--- config.mk ---
export PLATFORM = sky130hd
export DESIGN_NAME = mod_exp
export DESIGN_NICKNAME = d
export VERILOG_FILES = /design/src/rtl/mod_exp_pkg.sv /design/src/rtl/mod_mul.sv /design/src/rtl/mod_exp.sv
export SDC_FILE = /design/constraint.sdc
export NUM_CORES = 1
export LEC_CHECK = 0
export BUFFER_PORTS_ARGS = -buffer_cell sky130_fd_sc_hd__buf_4
export CAP_MARGIN = 25
export CELL_PAD_IN_SITES_DETAIL_PLACEMENT = 2
export CELL_PAD_IN_SITES_GLOBAL_PLACEMENT = 2
export CORE_UTILIZATION = 35
export CTS_BUF_LIST = sky130_fd_sc_hd__clkbuf_4
export CTS_CLUSTER_DIAMETER = 60
export DETAILED_ROUTE_END_ITERATION = 12
export PLACE_DENSITY_LB_ADDON = 0.1
export SKIP_LAST_GASP = 1
export SYNTH_ARGS = -nofsm -noshare
export SYNTH_HDL_FRONTEND = slang
export SYNTH_SLANG_ARGS = --single-unit
export TNS_END_PERCENT = 1
--- constraint.sdc ---
create_clock -name clk -period 23.3 [get_ports clk]
set_input_delay 1.165 -clock clk [delete_from_list [all_inputs] [get_ports clk]]
set_output_delay 1.165 -clock clk [all_outputs]
set_load 0.02 [all_outputs]
--- src/rtl/mod_exp_pkg.sv ---
// Shared state encoding and default modulus constants for the mod_exp core
// and its mod_mul multiplier.
package mod_exp_pkg;

    typedef logic [2:0] state_t;

    localparam state_t ST_IDLE      = 3'd0;
    localparam state_t ST_SCAN      = 3'd1;
    localparam state_t ST_SQR_ISSUE = 3'd2;
    localparam state_t ST_SQR_WAIT  = 3'd3;
    localparam state_t ST_MUL_ISSUE = 3'd4;
    localparam state_t ST_MUL_WAIT  = 3'd5;
    localparam state_t ST_FIN       = 3'd6;

    localparam int         N_BIT_DEF = 7;
    localparam int         E_BIT_DEF = 8;
    localparam int         LOGR_DEF  = 5;
    localparam logic [6:0] N_DEF     = 7'd79;
    localparam logic [4:0] P_DEF     = 5'd17;
    localparam logic [6:0] R2_DEF    = 7'd9;

endpackage

--- src/rtl/mod_mul.sv ---
// Plain-domain modular multiplier z = x*y mod n, built from two digit-serial
// Montgomery passes: mont(mont(x, y), R^2 mod n).
import mod_exp_pkg::*;

module mod_mul #(
    parameter int               n_bit  = N_BIT_DEF,
    parameter logic [n_bit-1:0] n      = N_DEF,
    parameter int               logr   = LOGR_DEF,
    parameter logic [logr-1:0]  p      = P_DEF,
    parameter logic [n_bit-1:0] R2modn = R2_DEF
) (
    input  logic             clk,
    input  logic             rst_n,
    input  logic             start,
    input  logic [n_bit-1:0] x,
    input  logic [n_bit-1:0] y,
    output logic [n_bit-1:0] z,
    output logic             done
);

    localparam int K  = (n_bit + logr - 1) / logr;
    localparam int KW = K * logr;
    localparam int TW = n_bit + logr + 2;
    localparam int CW = (K > 1) ? $clog2(K) : 1;

    logic [TW-1:0]     acc;
    logic [n_bit-1:0]  opa;
    logic [KW-1:0]     opb;
    logic [CW-1:0]     cnt;
    logic              phase;
    logic              run;

    logic [logr-1:0]   digit;
    logic [logr-1:0]   q;
    logic [2*logr-1:0] qp;
    logic [TW-1:0]     sum;
    logic [TW-1:0]     nxt;
    logic [n_bit-1:0]  red;

    // One radix-2^logr Montgomery step per cycle; the accumulator stays below 2n.
    always_comb begin
        digit = opb[logr-1:0];
        sum   = acc + TW'(opa) * TW'(digit);
        qp    = {{logr{1'b0}}, sum[logr-1:0]} * {{logr{1'b0}}, p};
        q     = qp[logr-1:0];
        nxt   = (sum + TW'(q) * TW'(n)) >> logr;
        red   = (nxt >= TW'(n)) ? n_bit'(nxt - TW'(n)) : n_bit'(nxt);
    end

    always_ff @(posedge clk or negedge rst_n) begin
        if (!rst_n) begin
            acc   <= '0;
            opa   <= '0;
            opb   <= '0;
            cnt   <= '0;
            phase <= 1'b0;
            run   <= 1'b0;
            z     <= '0;
            done  <= 1'b0;
        end else begin
            if (!start)
                done <= 1'b0;
            if (run) begin
                acc <= nxt;
                opb <= opb >> logr;
                cnt <= cnt + CW'(1);
                if (cnt == CW'(K - 1)) begin
                    acc <= '0;
                    cnt <= '0;
                    if (!phase) begin
                        opa   <= red;
                        opb   <= KW'(R2modn);
                        phase <= 1'b1;
                    end else begin
                        z    <= red;
                        done <= 1'b1;
                        run  <= 1'b0;
                    end
                end
            end else if (start && !done) begin
                run   <= 1'b1;
                phase <= 1'b0;
                acc   <= '0;
                cnt   <= '0;
                opa   <= x;
                opb   <= KW'(y);
            end
        end
    end

endmodule

--- src/rtl/mod_exp.sv ---
// RSA core: c = m^e mod n by left-to-right square-and-multiply over one mod_mul.
// Define MOD_EXP_LEADING_SKIP_EN to skip leading zero exponent bits.
import mod_exp_pkg::*;

module mod_exp #(
    parameter int               n_bit  = N_BIT_DEF,
    parameter int               e_bit  = E_BIT_DEF,
    parameter logic [n_bit-1:0] n      = N_DEF,
    parameter int               logr   = LOGR_DEF,
    parameter logic [logr-1:0]  p      = P_DEF,
    parameter logic [n_bit-1:0] R2modn = R2_DEF
) (
    input  logic             clk,
    input  logic             rst_n,
    input  logic             start,
    input  logic [n_bit-1:0] m,
    input  logic [e_bit-1:0] e,
    output logic [n_bit-1:0] c,
    output logic             done,
    output logic             busy
);

    localparam int IW = (e_bit > 1) ? $clog2(e_bit) : 1;

    state_t           state;
    logic [n_bit-1:0] mreg;
    logic [e_bit-1:0] ereg;
    logic [n_bit-1:0] r;
    logic [IW-1:0]    i;
    logic [n_bit-1:0] x;
    logic [n_bit-1:0] y;
    logic [n_bit-1:0] z;
    logic             mm_start;
    logic             mm_done;
`ifdef MOD_EXP_LEADING_SKIP_EN
    logic             seen;
`endif

    mod_mul #(
        .n_bit  (n_bit),
        .n      (n),
        .logr   (logr),
        .p      (p),
        .R2modn (R2modn)
    ) inst_mod_mul (
        .clk   (clk),
        .rst_n (rst_n),
        .start (mm_start),
        .x     (x),
        .y     (y),
        .z     (z),
        .done  (mm_done)
    );

    always_ff @(posedge clk or negedge rst_n) begin
        if (!rst_n) begin
            state    <= ST_IDLE;
            mreg     <= '0;
            ereg     <= '0;
            r        <= '0;
            i        <= '0;
            x        <= '0;
            y        <= '0;
            mm_start <= 1'b0;
            c        <= '0;
            done     <= 1'b0;
            busy     <= 1'b0;
`ifdef MOD_EXP_LEADING_SKIP_EN
            seen     <= 1'b0;
`endif
        end else begin
            done <= 1'b0;
            case (state)
                ST_IDLE: begin
                    if (start) begin
                        mreg  <= m;
                        ereg  <= e;
                        r     <= n_bit'(1);
                        i     <= IW'(e_bit - 1);
                        busy  <= 1'b1;
                        state <= ST_SCAN;
`ifdef MOD_EXP_LEADING_SKIP_EN
                        seen  <= 1'b0;
`endif
                    end
                end
                ST_SCAN: begin
`ifdef MOD_EXP_LEADING_SKIP_EN
                    // Until the first set bit, r is either 1 or m: no multiply needed.
                    if (!seen) begin
                        if (ereg[i]) begin
                            r    <= mreg;
                            seen <= 1'b1;
                        end
                        if (i == '0)
                            state <= ST_FIN;
                        else
                            i <= i - IW'(1);
                    end else begin
                        state <= ST_SQR_ISSUE;
                    end
`else
                    state <= ST_SQR_ISSUE;
`endif
                end
                ST_SQR_ISSUE: begin
                    x        <= r;
                    y        <= r;
                    mm_start <= 1'b1;
                    state    <= ST_SQR_WAIT;
                end
                ST_SQR_WAIT: begin
                    if (mm_done) begin
                        r        <= z;
                        mm_start <= 1'b0;
                        if (ereg[i])
                            state <= ST_MUL_ISSUE;
                        else if (i == '0)
                            state <= ST_FIN;
                        else begin
                            i     <= i - IW'(1);
                            state <= ST_SCAN;
                        end
                    end
                end
                ST_MUL_ISSUE: begin
                    x        <= r;
                    y        <= mreg;
                    mm_start <= 1'b1;
                    state    <= ST_MUL_WAIT;
                end
                ST_MUL_WAIT: begin
                    if (mm_done) begin
                        r        <= z;
                        mm_start <= 1'b0;
                        if (i == '0)
                            state <= ST_FIN;
                        else begin
                            i     <= i - IW'(1);
                            state <= ST_SCAN;
                        end
                    end
                end
                ST_FIN: begin
                    c     <= r;
                    done  <= 1'b1;
                    busy  <= 1'b0;
                    state <= ST_IDLE;
                end
                default: state <= ST_IDLE;
            endcase
        end
    end

endmodule

* Word level (Yosys, flattened, before mapping)
Cells that the tools add are included. W data, S select, Z words.
Storage, ports and cells: bits in registers 94, bits of input ports 18, output and inout port bits 9, logic and storage cells 111
Cells by class: add/subtract/negate cells 5, multiply operators 3, order comparisons 2, eq/ne operators 13, muxes and demuxes 48, reductions and logical operators 21
Operators with widths (count):
- $mux W7 | 7
- $mux W10 | 3
- $mux W3 | 10
- $add A14 B12 Y14 | 2
- $mux W14 | 2
- $pmux W7 S2 | 2
- $pmux W3 S6 | 1
- $mux W1 | 17
- $mul A5 B7 Y12 const B | 1
- $mul A7 B5 Y12 | 1
- $reduce_and A3 Y1 | 4
- $reduce_bool A2 Y1 | 5
- $eq A3 B3 Y1 const B | 3
- $ge A9 B7 Y1 const B | 1
- $mux W9 | 1
- $pmux W3 S3 | 1
- $ne A2 B1 Y1 const B | 4
- $reduce_and A2 Y1 | 4
- $sub A7 B7 Y7 const B | 1
- $eq A3 B2 Y1 const B | 2
- $logic_not A3 Y1 | 2
- $ne A2 B2 Y1 const B | 3
- $mul A5 B5 Y5 const B | 1
- $mux W5 | 1
- other kinds (11) | 13

* Longest topological paths before layout
Gate-level depths: netlist of run 1.
depth after elaboration 10, mapped depth 29

* Cells and area by module
A second synthesis of run 1 with hierarchy kept.
Second synthesis, totals: cells, all modules 665, area total of the unflattened synthesis 6565.0 sq um
Modules (own cells, without submodules):
- mod_mul | instances 1, cells each 458, area an instance 4232.8 sq um, sequential area each 850.8 sq um
- mod_exp | instances 1, cells each 207, area an instance 2332.2 sq um, sequential area each 1301.2 sq um

* Least setup slack after synthesis of run 1
Ideal clock, no wire load.
kind register -> register, start point register inst_mod_mul.opb[1], end point register inst_mod_mul.opa[4], arrival 7253 ps, setup slack 15921 ps, stages on the path, launching flop included 29, clock period less this slack 7379 ps, cell sequence dfrtp_1 > and2_1 > fa_1 > inv_1 > fa_1 > fa_1 > inv_1 > ha_1 > xnor2_1 > xnor2_1 > inv_1 > fa_1 > fa_1 > inv_1 > fa_1 > ha_1 > nand2b_1 > o31ai_4 > a21oi_1 > xnor2_1 > ha_1 > nand2b_1 > o22ai_1 > nor3_1 > nand4_1 > o2111ai_2 > o311ai_2 > xnor2_1 > a21oi_1
Between the ends: longest elaborated chain between the ends 10, elaborated cells on any way between the ends 11, those cells by class add/sub (3); mul (3); order compare (1); mux (4)
RTL lines:
- from (decl) | line mod_mul.sv:28 | logic [KW-1:0] opb;
- from (signal assigned) | line mod_mul.sv:65 | opb <= opb >> logr;
- from (signal assigned) | line mod_mul.sv:72 | opb <= KW'(R2modn);
- from (signal assigned) | line mod_mul.sv:86 | opb <= KW'(y);
- $mul A7 B5 Y12 (*) | line mod_mul.sv:43 | sum = acc + TW'(opa) * TW'(digit);
- $add A14 B12 Y14 (*) | line mod_mul.sv:43
- $mul A5 B5 Y5 | line mod_mul.sv:44 | qp = {{logr{1'b0}}, sum[logr-1:0]} * {{logr{1'b0}}, p};
- $mul A5 B7 Y12 | line mod_mul.sv:46 | nxt = (sum + TW'(q) * TW'(n)) >> logr;
- $add A14 B12 Y14 (*) | line mod_mul.sv:46
- $ge A9 B7 Y1 / $sub A7 B7 Y7 (equally long branches) | line mod_mul.sv:47 | red = (nxt >= TW'(n)) ? n_bit'(nxt - TW'(n)) : n_bit'(nxt);
- $mux W7 (*) | line mod_mul.sv:47
- $mux W7 (*) | line mod_mul.sv:70 | if (!phase) begin
- $mux W7 (*) | line mod_mul.sv:67 | if (cnt == CW'(K - 1)) begin
- $mux W7 (*) | line mod_mul.sv:63 | if (run) begin
- to (signal assigned) | line mod_mul.sv:71 | opa <= red;
- to (decl) | line mod_mul.sv:27 | logic [n_bit-1:0] opa;
Every way passes the cells marked *; elsewhere a longest branch is shown, timed or not. The select of a mux whose other input is x is not followed. A chain may end at the register's enable or synchronous reset.

* Worst setup path in the final report of run 1
start point register inst_mod_mul.opa[3], end point register inst_mod_mul.z[2]
Between the ends: longest elaborated chain between the ends 7, elaborated cells on any way between the ends 8, those cells by class add/sub (3); mul (3); order compare (1); mux (1)
RTL lines:
- $mul A7 B5 Y12 (*) | line mod_mul.sv:43
- $add A14 B12 Y14 (*) | line mod_mul.sv:43
- $mul A5 B5 Y5 | line mod_mul.sv:44
- $mul A5 B7 Y12 | line mod_mul.sv:46
- $add A14 B12 Y14 (*) | line mod_mul.sv:46
- $ge A9 B7 Y1 / $sub A7 B7 Y7 (equally long branches) | line mod_mul.sv:47
- $mux W7 (*) | line mod_mul.sv:47
- to (signal assigned) | line mod_mul.sv:75 | z <= red;
- to (decl) | line mod_mul.sv:17 | output logic [n_bit-1:0] z,
Every way passes the cells marked *; elsewhere a longest branch is shown, timed or not.

==> results.py, run 1 <==
metrics = {
    "finish": {
        "largest_register": "inst_mod_mul.acc",
        "fraction_of_layout_instances_using_a_drive_strength_above_1": 0.126,
        "fillerInstances": 1838,
        "nets": 735,
        "final_cell_mix": "sky130_fd_sc_hd__dfrtp_1, sky130_fd_sc_hd__nand2_1, sky130_fd_sc_hd__inv_1",
        "mostFrequentLayoutCell": "sky130_fd_sc_hd__dfrtp_1",
        "areaGrowthSynthToFinish_pct": 10.2,
        "largest_register_ffs": 9,
        "final_core_utilization": 0.397,
        "reg.largest.list": "inst_mod_mul.acc: 9 flops, ereg: 8 flops",
    },
    "global_route": {
        "grt_max_degree": 68,
        "grt.total_usage": 0.206,
        "grt_pass1_vias": 5209,
        "global_route_wire_length_before_repair_um": 28000,
        "global_route.overflow_total": 0,
        "initial_antenna_violation_count": 1,
    },
    "synth": {
        "synth_enable_flop_cells": 0,
        "yosys_warnings": 0,
        "synthesis.instances": 605,
        "synth-async-reset-ratio": 1.00,
        "synth_area_um2": 6010,
        "ys.flop_type": "sky130_fd_sc_hd__dfrtp_1",
        "synth_sequential_area_ratio": 0.358,
        "net_count_synth": 711,
        "syn_avg_cell_area_um2": 9.94,
        "postSynthRegisterBits": 86,
        "synthDistinctLibCells": 55,
    },
    "clock_network": {
        "cts_tree": "yes",
        "cts_max_level": 3,
        "root_buf_cell": "sky130_fd_sc_hd__clkbuf_4",
        "cts-hold-fix-buffers": 0,
        "ctsLongestPathBuffers": 2,
        "cts_setup_buffers": 0,
        "worst_skew_pair.late_latency_ns": 0.46,
        "cts.sink_count": 86,
        "cts_buffers": 9,
        "cts.clk_slew.worst_paths_ns": 0.15,
        "ctsResizeCount": 0,
    },
    "timing": {
        "timing.final.crit_period_ns": 8.33,
        "setup_viol": 0,
        "final.setup.worst_slack_ns": 14.97,
        "hold_violations": 0,
        "totalNegativeSetupSlack_ns": 0,
        "rsz0062_at_grt": "no",
        "fmax_ghz": 0.120,
        "clock-skew-final_ns": 0.0154,
        "period_share": 0.358,
        "maxSlewHeadroom": 0.339,
        "max_slew.worst_pin.slew_ns": 0.992,
        "final_max_slew_viol_count": 0,
    },
    "setup_path": {
        "rr_worst_depth": 28,
        "worst_ep_required_time_ns": 23.61,
        "cp_slowest_stage_delay_ns": 0.57,
        "worstSetupEndpointType": "flip-flop",
        "worst-r2r-setup-slack_ns": 14.97,
        "regToRegEndpoint": "inst_mod_mul.z[2]",
        "critical_path.startpoint_type": "flip-flop",
        "r2r-start": "inst_mod_mul.opa[3]",
        "crit_fanout": 9,
        "critical_path_class": "reg -> reg",
        "cp_common_cell": "sky130_fd_sc_hd__fa_1",
        "critical_path_arrival_ns": 8.65,
        "slowest_stage": "sky130_fd_sc_hd__fa_1",
    },
    "detailed_routing": {
        "drcViolationCount": 0,
        "vias_per_cell": 5.22,
        "final_antenna_net_count": 0,
        "drt_iter0_drc": 135,
        "postRouteWirelength_um": 16800,
        "num_vias": 4462,
        "drt-pass1-iter-count": 4,
        "average_wire_per_standard_cell_um": 19.6,
    },
    "worst_hold_path": {
        "min_path_type": "in -> async",
    },
    "die": {
        "row_count": 47,
        "initial_utilization": 0.360,
        "design.die.area_um2": 17700,
        "floorplan.core_area_um2": 16700,
        "io_pins": 27,
        "die-width_um": 133,
        "floorplan.die.height_um": 133,
    },
    "place": {
        "port_buffers": 26,
        "pre_cts_slack_ns": 15.03,
        "dp_hpwl_um": 13500,
        "gpl.final_weighted_congestion": 0.766,
    },
    "status": {
        "status": "completed",
    },
    "flow_run": {
        "drv.max_cap_violation_count": 0,
    },
}
kinds of logic after synthesis:
kind of cell	synth area share
buffers and inverters	0.0518
AOI/OAI and AO/OA	0.138
DFF	0.358
muxes	0.0537
adders and majority gates	0.228
and+or+nand+nor	0.137
xor gates and xnor gates	0.0329
cell type report:
type,count,area (um2),share of cell area
inverters,64,240,0.0363
well taps,220,275,0.0416
flip-flops and latches,86,2150,0.325
clock buffers,11,82.6,0.0125
repair buffers,30,253,0.0382
multi-input cells,438,3560,0.537
diodes,1,2.50,0.000378
clock inverters,5,60.1,0.00907
synth_stat cells (all sizes together), types with 2 or more instances:
library cell / instances / area, um2
mux4: 2 / 45.0
nand2b: 7 / 43.8
inv: 64 / 240
mux2: 22 / 248
a21oi: 27 / 135
a21boi: 3 / 22.5
nor2b: 7 / 43.8
a22o: 4 / 35.0
fa: 36 / 721
and3: 3 / 18.8
nor3: 4 / 20.0
o21a: 2 / 15.0
nor2: 26 / 97.6
mux2i: 3 / 30.0
xor2: 8 / 92.6
nand2: 84 / 315
dfrtp: 86 / 2150
o311ai: 2 / 25.0
clkbuf: 16 / 60.1
and2: 26 / 163
xnor2: 12 / 105
a21o: 6 / 45.0
a221oi: 2 / 17.5
nor4: 2 / 12.5
o31ai: 3 / 36.3
o21ai: 46 / 230
nand3: 6 / 30.0
a31oi: 4 / 25.0
ha: 52 / 651
or3: 2 / 12.5
a22oi: 11 / 82.6
nand4: 3 / 18.8
o22ai: 6 / 37.5
per-layer routing:
layer | routed length (um) | GRT usage | vias up
met3 | 304 | 0.0268 | 18
met2 | 8920 | 0.386 | 55
met4 | 290 | 0.0575 | 0
li1 | - | - | 2088
met1 | 7270 | 0.243 | 2301
met5 | 0 | 0 | -
worst max-delay path by stage:
| stage | start | to | slack [ns] | depth (start not counted) |
|---|---|---|---|---|
| global placement | inst_mod_mul.opa[3] | inst_mod_mul.z[2] | 15.26 | 28 |
| CTS | inst_mod_mul.opa[3] | inst_mod_mul.z[2] | 14.94 | 28 |
| floorplan | inst_mod_mul.opb[1] | inst_mod_mul.opa[4] | 15.92 | 28 |
| finish | inst_mod_mul.opa[3] | inst_mod_mul.z[2] | 14.97 | 28 |
| detailed placement | inst_mod_mul.opa[3] | inst_mod_mul.z[0] | 15.03 | 28 |
| global route | inst_mod_mul.opa[3] | inst_mod_mul.z[2] | 14.54 | 28 |
worst max-delay path: cells and delay by family (launching register included):
kind / cells / cell delay, ns
buf+inv: 4 / 0.32
compound gates: 5 / 1.15
simple gates: 6 / 1.07
xor+xnor: 4 / 1.03
fa+ha+maj: 9 / 4.13
flops: 1 / 0.48
through the flow:
step                std cells  instance area (um2)  hold WS [ns]
global route              855                 6620         0.442
CTS                       854                 6620         0.450
floorplan                 605                 6010         0.449
finish                    855                 6620         0.481
detailed placement        838                 6480         0.473
global placement          835                 6430         0.465
Power of run 1 is left out: the tool's default activity adds up to more than one toggle a clock period on the data nets, which glitch-free logic cannot reach.
==> run 2: changes to the inputs <==
--- a/config.mk
+++ b/config.mk
@@ -5,6 +5,7 @@
 export SDC_FILE = /design/constraint.sdc
 export NUM_CORES = 1
 export LEC_CHECK = 0
+export ABC_AREA = 1
 export BUFFER_PORTS_ARGS = -buffer_cell sky130_fd_sc_hd__buf_4
 export CAP_MARGIN = 25
 export CELL_PAD_IN_SITES_DETAIL_PLACEMENT = 2
==> constraint.sdc (replaced) <==
create_clock -name clk -period 7.3 [get_ports clk]
set_input_delay 0.365 -clock clk [delete_from_list [all_inputs] [get_ports clk]]
set_output_delay 0.365 -clock clk [all_outputs]
set_load 0.02 [all_outputs]
==> run 2 against run 1 <==
  * Non-clock buffer count is 9 higher
  * Flip-flop and latch count stayed put
  * Global-route usage is 0.56 points higher
  * First-iteration DRC count is 9.6% higher
  * Maximum frequency is 20% higher
  * Routed wire length is 5.4% higher
  * Count of clock-buffer cells in the layout is 2 lower
  * Highest routed layer unchanged
==> results.py, run 2 <==
metrics = {
    "timing": {
        "timing.final.crit_period_ns": 6.94,
        "fmax_ghz": 0.144,
        "max_slew.worst_pin.slew_ns": 0.902,
        "hold_ws_ns": 0.124,
        "hold_violations": 0,
        "setup_viol": 0,
        "period_share": 0.951,
        "totalNegativeSetupSlack_ns": 0,
        "rsz0062_at_grt": "yes",
        "final.setup.worst_slack_ns": 0.360,
        "maxSlewHeadroom": 0.398,
        "final_max_slew_viol_count": 0,
        "clock-skew-final_ns": 0.0151,
    },
    "detailed_routing": {
        "drcViolationCount": 0,
        "postRouteWirelength_um": 17700,
        "num_vias": 4987,
        "drt-pass1-iter-count": 4,
        "drt_iter0_drc": 148,
        "vias_per_cell": 4.83,
        "average_wire_per_standard_cell_um": 17.1,
        "final_antenna_net_count": 0,
    },
    "finish": {
        "largest_register": "inst_mod_mul.acc",
        "multiInputGateArea_um2": 3490,
        "final_cell_mix": "sky130_fd_sc_hd__nand2_1, sky130_fd_sc_hd__inv_1, sky130_fd_sc_hd__dfrtp_1",
        "mostFrequentLayoutCell": "sky130_fd_sc_hd__nand2_1",
        "largest_register_ffs": 9,
        "ff_latch_area_um2": 2160,
        "nets": 907,
        "final_standard_cell_area_without_fillers_um2": 7020,
        "areaGrowthSynthToFinish_pct": 11.6,
        "fraction_of_layout_instances_using_a_drive_strength_above_1": 0.135,
        "reg.largest.list": "inst_mod_mul.acc: 9 flops, ereg: 8 flops",
        "fillerInstances": 2010,
    },
    "clock_network": {
        "worst_skew_pair.late_latency_ns": 0.45,
        "ctsLongestPathBuffers": 2,
        "root_buf_cell": "sky130_fd_sc_hd__clkbuf_4",
        "cts_buffers": 9,
        "cts_tree": "yes",
        "cts.clk_slew.worst_paths_ns": 0.16,
        "cts_max_level": 3,
        "cts.sink_count": 86,
    },
    "setup_path": {
        "setup.worst_path.start": "inst_mod_mul.opb[1]",
        "worst_ep_required_time_ns": 7.65,
        "critical_path.startpoint_type": "flip-flop",
        "critical_path_arrival_ns": 7.29,
        "cp_slowest_stage_delay_ns": 0.55,
        "rr_worst_depth": 31,
        "critical_path_class": "reg -> reg",
        "slowest_stage": "sky130_fd_sc_hd__fa_1",
        "worst-r2r-setup-slack_ns": 0.36,
        "buffering_stage_count_on_the_worst_path_with_inverters_included": 7,
        "crit_fanout": 8,
        "cp_common_cell": "sky130_fd_sc_hd__inv_1",
        "regToRegEndpoint": "inst_mod_mul.opa[1]",
        "worstSetupEndpointType": "flip-flop",
        "path_delay_family": "adder cells",
        "r2r-start": "inst_mod_mul.opb[1]",
        "path_depth": 31,
    },
    "worst_hold_path": {
        "min_path_type": "in -> reg",
        "worstHoldPathCells": 2,
        "hold_worst_path_end": "mreg[1]",
        "hold_path.startpoint": "m[1]",
    },
    "synth": {
        "net_count_synth": 872,
        "most_repeated_cell_in_the_gate_level_netlist_after_synthesis": "sky130_fd_sc_hd__nand2_1",
        "yosys_warnings": 0,
        "syn_avg_cell_area_um2": 8.21,
        "post-synth-top-area-fraction": 0.342,
        "synth_sequential_area_ratio": 0.342,
        "synthesis.instances": 766,
        "synth-async-reset-ratio": 1.00,
        "yosys-top-cells-count": "sky130_fd_sc_hd__nand2_1, sky130_fd_sc_hd__inv_1, sky130_fd_sc_hd__dfrtp_1, sky130_fd_sc_hd__o21ai_0, sky130_fd_sc_hd__ha_1",
        "post-synth-top-area-cell": "sky130_fd_sc_hd__dfrtp_1",
        "synth_enable_flop_cells": 0,
        "ys.flop_type": "sky130_fd_sc_hd__dfrtp_1",
        "synthDistinctLibCells": 36,
        "synth_top_cells_by_area": "sky130_fd_sc_hd__dfrtp_1, sky130_fd_sc_hd__fa_1, sky130_fd_sc_hd__nand2_1",
        "postSynthRegisterBits": 86,
        "synth_area_um2": 6290,
    },
    "status": {
        "status": "completed",
    },
    "die": {
        "die-width_um": 136,
        "io_pins": 27,
        "row_count": 48,
        "floorplan.die.height_um": 136,
        "design.die.area_um2": 18500,
        "floorplan.core_area_um2": 17400,
        "initial_utilization": 0.361,
    },
    "global_route": {
        "global_route_wire_length_before_repair_um": 30200,
        "grt.total_usage": 0.211,
        "grt_pass1_vias": 5811,
        "initial_antenna_violation_count": 1,
        "global_route.overflow_total": 0,
        "grt_max_degree": 71,
    },
    "flow_run": {
        "drv.max_cap_violation_count": 0,
    },
    "place": {
        "placed_cell_area_um2": 6750,
        "pre_cts_slack_ns": 0.102,
        "gpl.final_weighted_congestion": 0.834,
        "port_buffers": 26,
        "dp_hpwl_um": 14500,
    },
}
-- run 2: cell count changes after synthesis, moves of 17 or more --
| cell | previous run | this run |
|---|---|---|
| sky130_fd_sc_hd__inv_1 | 64 | 160 |
| sky130_fd_sc_hd__nand2_1 | 84 | 180 |
| sky130_fd_sc_hd__and2_1 | 26 | 0 |
| sky130_fd_sc_hd__nand3_1 | 6 | 29 |
| sky130_fd_sc_hd__nand2_2 | 0 | 17 |
| sky130_fd_sc_hd__o21ai_0 | 39 | 56 |
-- run 2: cell families (layout without fill, tap and decap cells) --
family	count (synthesis)	after routing	synth area share
AOI/OAI and AO/OA	120	120	0.110
xor gates and xnor gates	14	14	0.0195
adders and majority gates	88	88	0.218
buffers and inverters	178	218	0.107
DFF	86	86	0.342
muxes	12	12	0.0215
other	0	1	0
and+or+nand+nor	268	268	0.182
-- run 2: cell type report --
cell class | count | area share
Tap cell | 225 | 0.0401
Clock inverter | 7 | 0.0150
Sequential cell | 86 | 0.308
Clock buffer | 9 | 0.00963
Antenna cell | 1 | 0.000357
Inverter | 163 | 0.0872
Multi-Input combinational cell | 502 | 0.498
Timing Repair Buffer | 39 | 0.0421
-- run 2: metal layers --
| metal | share of wire | global-route usage | up-vias |
|---|---|---|---|
| li1 | - | - | 2446 |
| met1 | 0.44 | 0.254 | 2505 |
| met2 | 0.54 | 0.397 | 28 |
| met3 | 0.012 | 0.0246 | 8 |
| met4 | 0.0092 | 0.0506 | 0 |
| met5 | 0 | 0 | - |
-- run 2: worst register-to-register path: cells and delay by family (launching register included) --
kind            cells  cell delay, ns
compound gates      1            0.26
xor+xnor            3            0.61
fa+ha+maj           9            3.95
buf+inv             7            0.54
flops               1            0.50
simple gates       11            0.98
-- run 2: through the flow --
| step | std cells | utilization |
|---|---|---|
| 2_1_floorplan | 766 | - |
| 3_3_place_gp | 1008 | 0.387 |
| 3_5_place_dp | 1008 | 0.387 |
| 4_1_cts | 1025 | 0.398 |
| 5_1_grt | 1032 | 0.403 |
| 6_report | 1032 | 0.403 |
-- run 2: what timing repair did --
action,4_1_cts,5_1_grt
resized for setup,0,13
setup buffers,0,6
setup endpoints to repair,0,14
hold buffers,1,0
hold endpoints to repair,16,0
-- run 2: worst max path at each step --
| stage | slack (ns) | endpoint |
|---|---|---|
| detailed placement | 0.10 | inst_mod_mul.opa[1] |
| global route | -0.03 | inst_mod_mul.opa[4] |
| CTS | 0.03 | inst_mod_mul.opa[5] |
| global placement | 0.29 | inst_mod_mul.opa[5] |
| floorplan | 0.64 | inst_mod_mul.opa[4] |
| finish | 0.36 | inst_mod_mul.opa[1] |
Power of run 2 is left out for the same reason.
==> run 3: changes to the inputs <==
--- a/config.mk
+++ b/config.mk
@@ -6,14 +6,16 @@
 export NUM_CORES = 1
 export LEC_CHECK = 0
 export ABC_AREA = 1
-export BUFFER_PORTS_ARGS = -buffer_cell sky130_fd_sc_hd__buf_4
 export CAP_MARGIN = 25
 export CELL_PAD_IN_SITES_DETAIL_PLACEMENT = 2
 export CELL_PAD_IN_SITES_GLOBAL_PLACEMENT = 2
 export CORE_UTILIZATION = 35
 export CTS_BUF_LIST = sky130_fd_sc_hd__clkbuf_4
 export CTS_CLUSTER_DIAMETER = 60
+export CTS_CLUSTER_SIZE = 12
 export DETAILED_ROUTE_END_ITERATION = 12
+export DONT_BUFFER_PORTS = 1
+export GPL_TIMING_DRIVEN = 0
 export PLACE_DENSITY_LB_ADDON = 0.1
 export SKIP_LAST_GASP = 1
 export SYNTH_ARGS = -nofsm -noshare
==> run 3 against run 2 <==
  * Flip-flop and latch count is the same
  * Global-route usage down 1.4 points
  * First-iteration DRC count rose by 6.1%
==> results.py, run 3 (synthesis results as in run 2) <==
metrics = {
    "worst_hold_path": {
        "min_path_type": "in -> reg",
    },
    "setup_path": {
        "worstSetupEndpointType": "flip-flop",
        "slowest_stage": "sky130_fd_sc_hd__fa_1",
        "path_delay_family": "adder cells",
        "critical_path_arrival_ns": 7.29,
        "buffering_stage_count_on_the_worst_path_with_inverters_included": 7,
        "critical_path_class": "reg -> reg",
        "crit_fanout": 7,
        "critical_path.startpoint_type": "flip-flop",
        "worst_ep_required_time_ns": 7.64,
        "cp_common_cell": "sky130_fd_sc_hd__inv_1",
        "cp_slowest_stage_delay_ns": 0.55,
    },
    "clock_network": {
        "cts_tree": "yes",
        "cts_buffers": 9,
        "ctsLongestPathBuffers": 2,
        "cts.clk_slew.worst_paths_ns": 0.14,
        "worst_skew_pair.late_latency_ns": 0.44,
        "cts.sink_count": 86,
        "root_buf_cell": "sky130_fd_sc_hd__clkbuf_4",
        "cts_max_level": 3,
    },
    "global_route": {
        "met3_track_usage_gr": 0.0246,
        "grt-busiest-layer": "met2",
        "global_route_wire_length_before_repair_um": 28500,
        "grtUsageMet2": 0.373,
        "gr-usage-met1": 0.232,
        "grt.total_usage": 0.198,
        "grt_pass1_vias": 5660,
        "global_route.overflow_total": 0,
        "initial_antenna_violation_count": 0,
        "grt_max_degree": 87,
    },
    "detailed_routing": {
        "drt-pass1-iter-count": 4,
        "drt_iter0_drc": 157,
        "postRouteWirelength_um": 16900,
        "vias_per_cell": 4.91,
        "drcViolationCount": 0,
        "num_vias": 4982,
        "final_antenna_net_count": 0,
        "average_wire_per_standard_cell_um": 16.6,
    },
    "timing": {
        "rsz0062_at_grt": "no",
        "timing.final.crit_period_ns": 6.95,
        "clock-skew-final_ns": 0.0132,
        "maxSlewHeadroom": 0.539,
        "final_max_slew_viol_count": 0,
        "hold_ws_ns": 0.0609,
        "setup_viol": 0,
        "final.setup.worst_slack_ns": 0.354,
        "max_slew.worst_pin.slew_ns": 0.689,
        "hold_violations": 0,
        "period_share": 0.952,
        "fmax_ghz": 0.144,
    },
    "finish": {
        "num_antenna_cells": 0,
        "final_standard_cell_area_without_fillers_um2": 6920,
        "largest_register_ffs": 9,
        "areaGrowthSynthToFinish_pct": 10.2,
        "final_core_utilization": 0.398,
        "mostFrequentLayoutCell": "sky130_fd_sc_hd__nand2_1",
        "fraction_of_layout_instances_using_a_drive_strength_above_1": 0.112,
        "largest_register": "inst_mod_mul.acc",
        "reg.largest.list": "inst_mod_mul.acc: 9 flops, ereg: 8 flops",
        "nets": 890,
        "final_cell_mix": "sky130_fd_sc_hd__nand2_1, sky130_fd_sc_hd__inv_1, sky130_fd_sc_hd__dfrtp_1",
    },
    "die": {
        "floorplan.die.height_um": 136,
        "io_pins": 27,
        "design.die.area_um2": 18500,
        "die-width_um": 136,
        "initial_utilization": 0.361,
        "row_count": 48,
        "floorplan.core_area_um2": 17400,
    },
    "status": {
        "status": "completed",
    },
    "place": {
        "dp_hpwl_um": 13800,
        "pre_cts_slack_ns": -0.464,
        "port_buffers": 0,
        "placed_cell_area_um2": 6570,
        "gpl.final_weighted_congestion": 0.750,
    },
    "flow_run": {
        "drv.max_cap_violation_count": 0,
    },
}
[run 3: cell types whose count changed in the layout (fill, tap and decap cells not counted), moves of 2 or more]
cell and delta:
sky130_fd_sc_hd__dfrtp_1 -2, sky130_fd_sc_hd__clkbuf_1 +6, sky130_fd_sc_hd__buf_2 +4, sky130_fd_sc_hd__dfrtp_2 +2
sky130_fd_sc_hd__buf_4 -29, sky130_fd_sc_hd__ha_4 +2
[run 3: metal layers]
metal | up-vias | wire [um] | part of all wire
met5 | - | 0 | 0
met4 | 0 | 274 | 0.016
met3 | 16 | 269 | 0.016
met2 | 38 | 8990 | 0.53
met1 | 2516 | 7330 | 0.43
li1 | 2412 | - | -
[run 3: repair_timing]
item	CTS	global route
pin swaps	0	5
gates resized for setup	10	10
hold buffers	2	1
endpoints found under the setup margin	14	13
buffers inserted	1	8
hold endpoints to repair	86	1
[run 3: path summary, 6_finish.rpt]
check                                           end                 from  slack, ns  cells after the start
max in group asynchronous       inst_mod_mul.opb[1]                rst_n       6.45                      2
worst min register to register                 x[3]                 r[3]       0.51                      2
worst max register to register  inst_mod_mul.opa[4]  inst_mod_mul.opb[1]       0.35                     31
worst min-delay path                        ereg[6]                 e[6]       0.06                      1
worst max-delay path            inst_mod_mul.opa[4]  inst_mod_mul.opb[1]       0.35                     31
min in group asynchronous                   mreg[5]                rst_n       0.51                      2
[run 3: metrics by stage]
step / cells / TNS, ns
floorplan: 766 / 0
global placement: 991 / -2.97
detailed placement: 991 / -4.80
CTS: 1005 / 0
global route: 1014 / 0
finish: 1014 / 0
[run 3: cell type report]
cell class | instances | area, um2
Multi-Input combinational cell | 502 | 3540
Tap cell | 225 | 282
Sequential cell | 86 | 2160
Clock buffer | 9 | 67.6
Fill cell | 2013 | 10500
Clock inverter | 7 | 104
Inverter | 163 | 612
Buffer | 10 | 42.5
Timing Repair Buffer | 12 | 115
Power of run 3 is left out for the same reason.
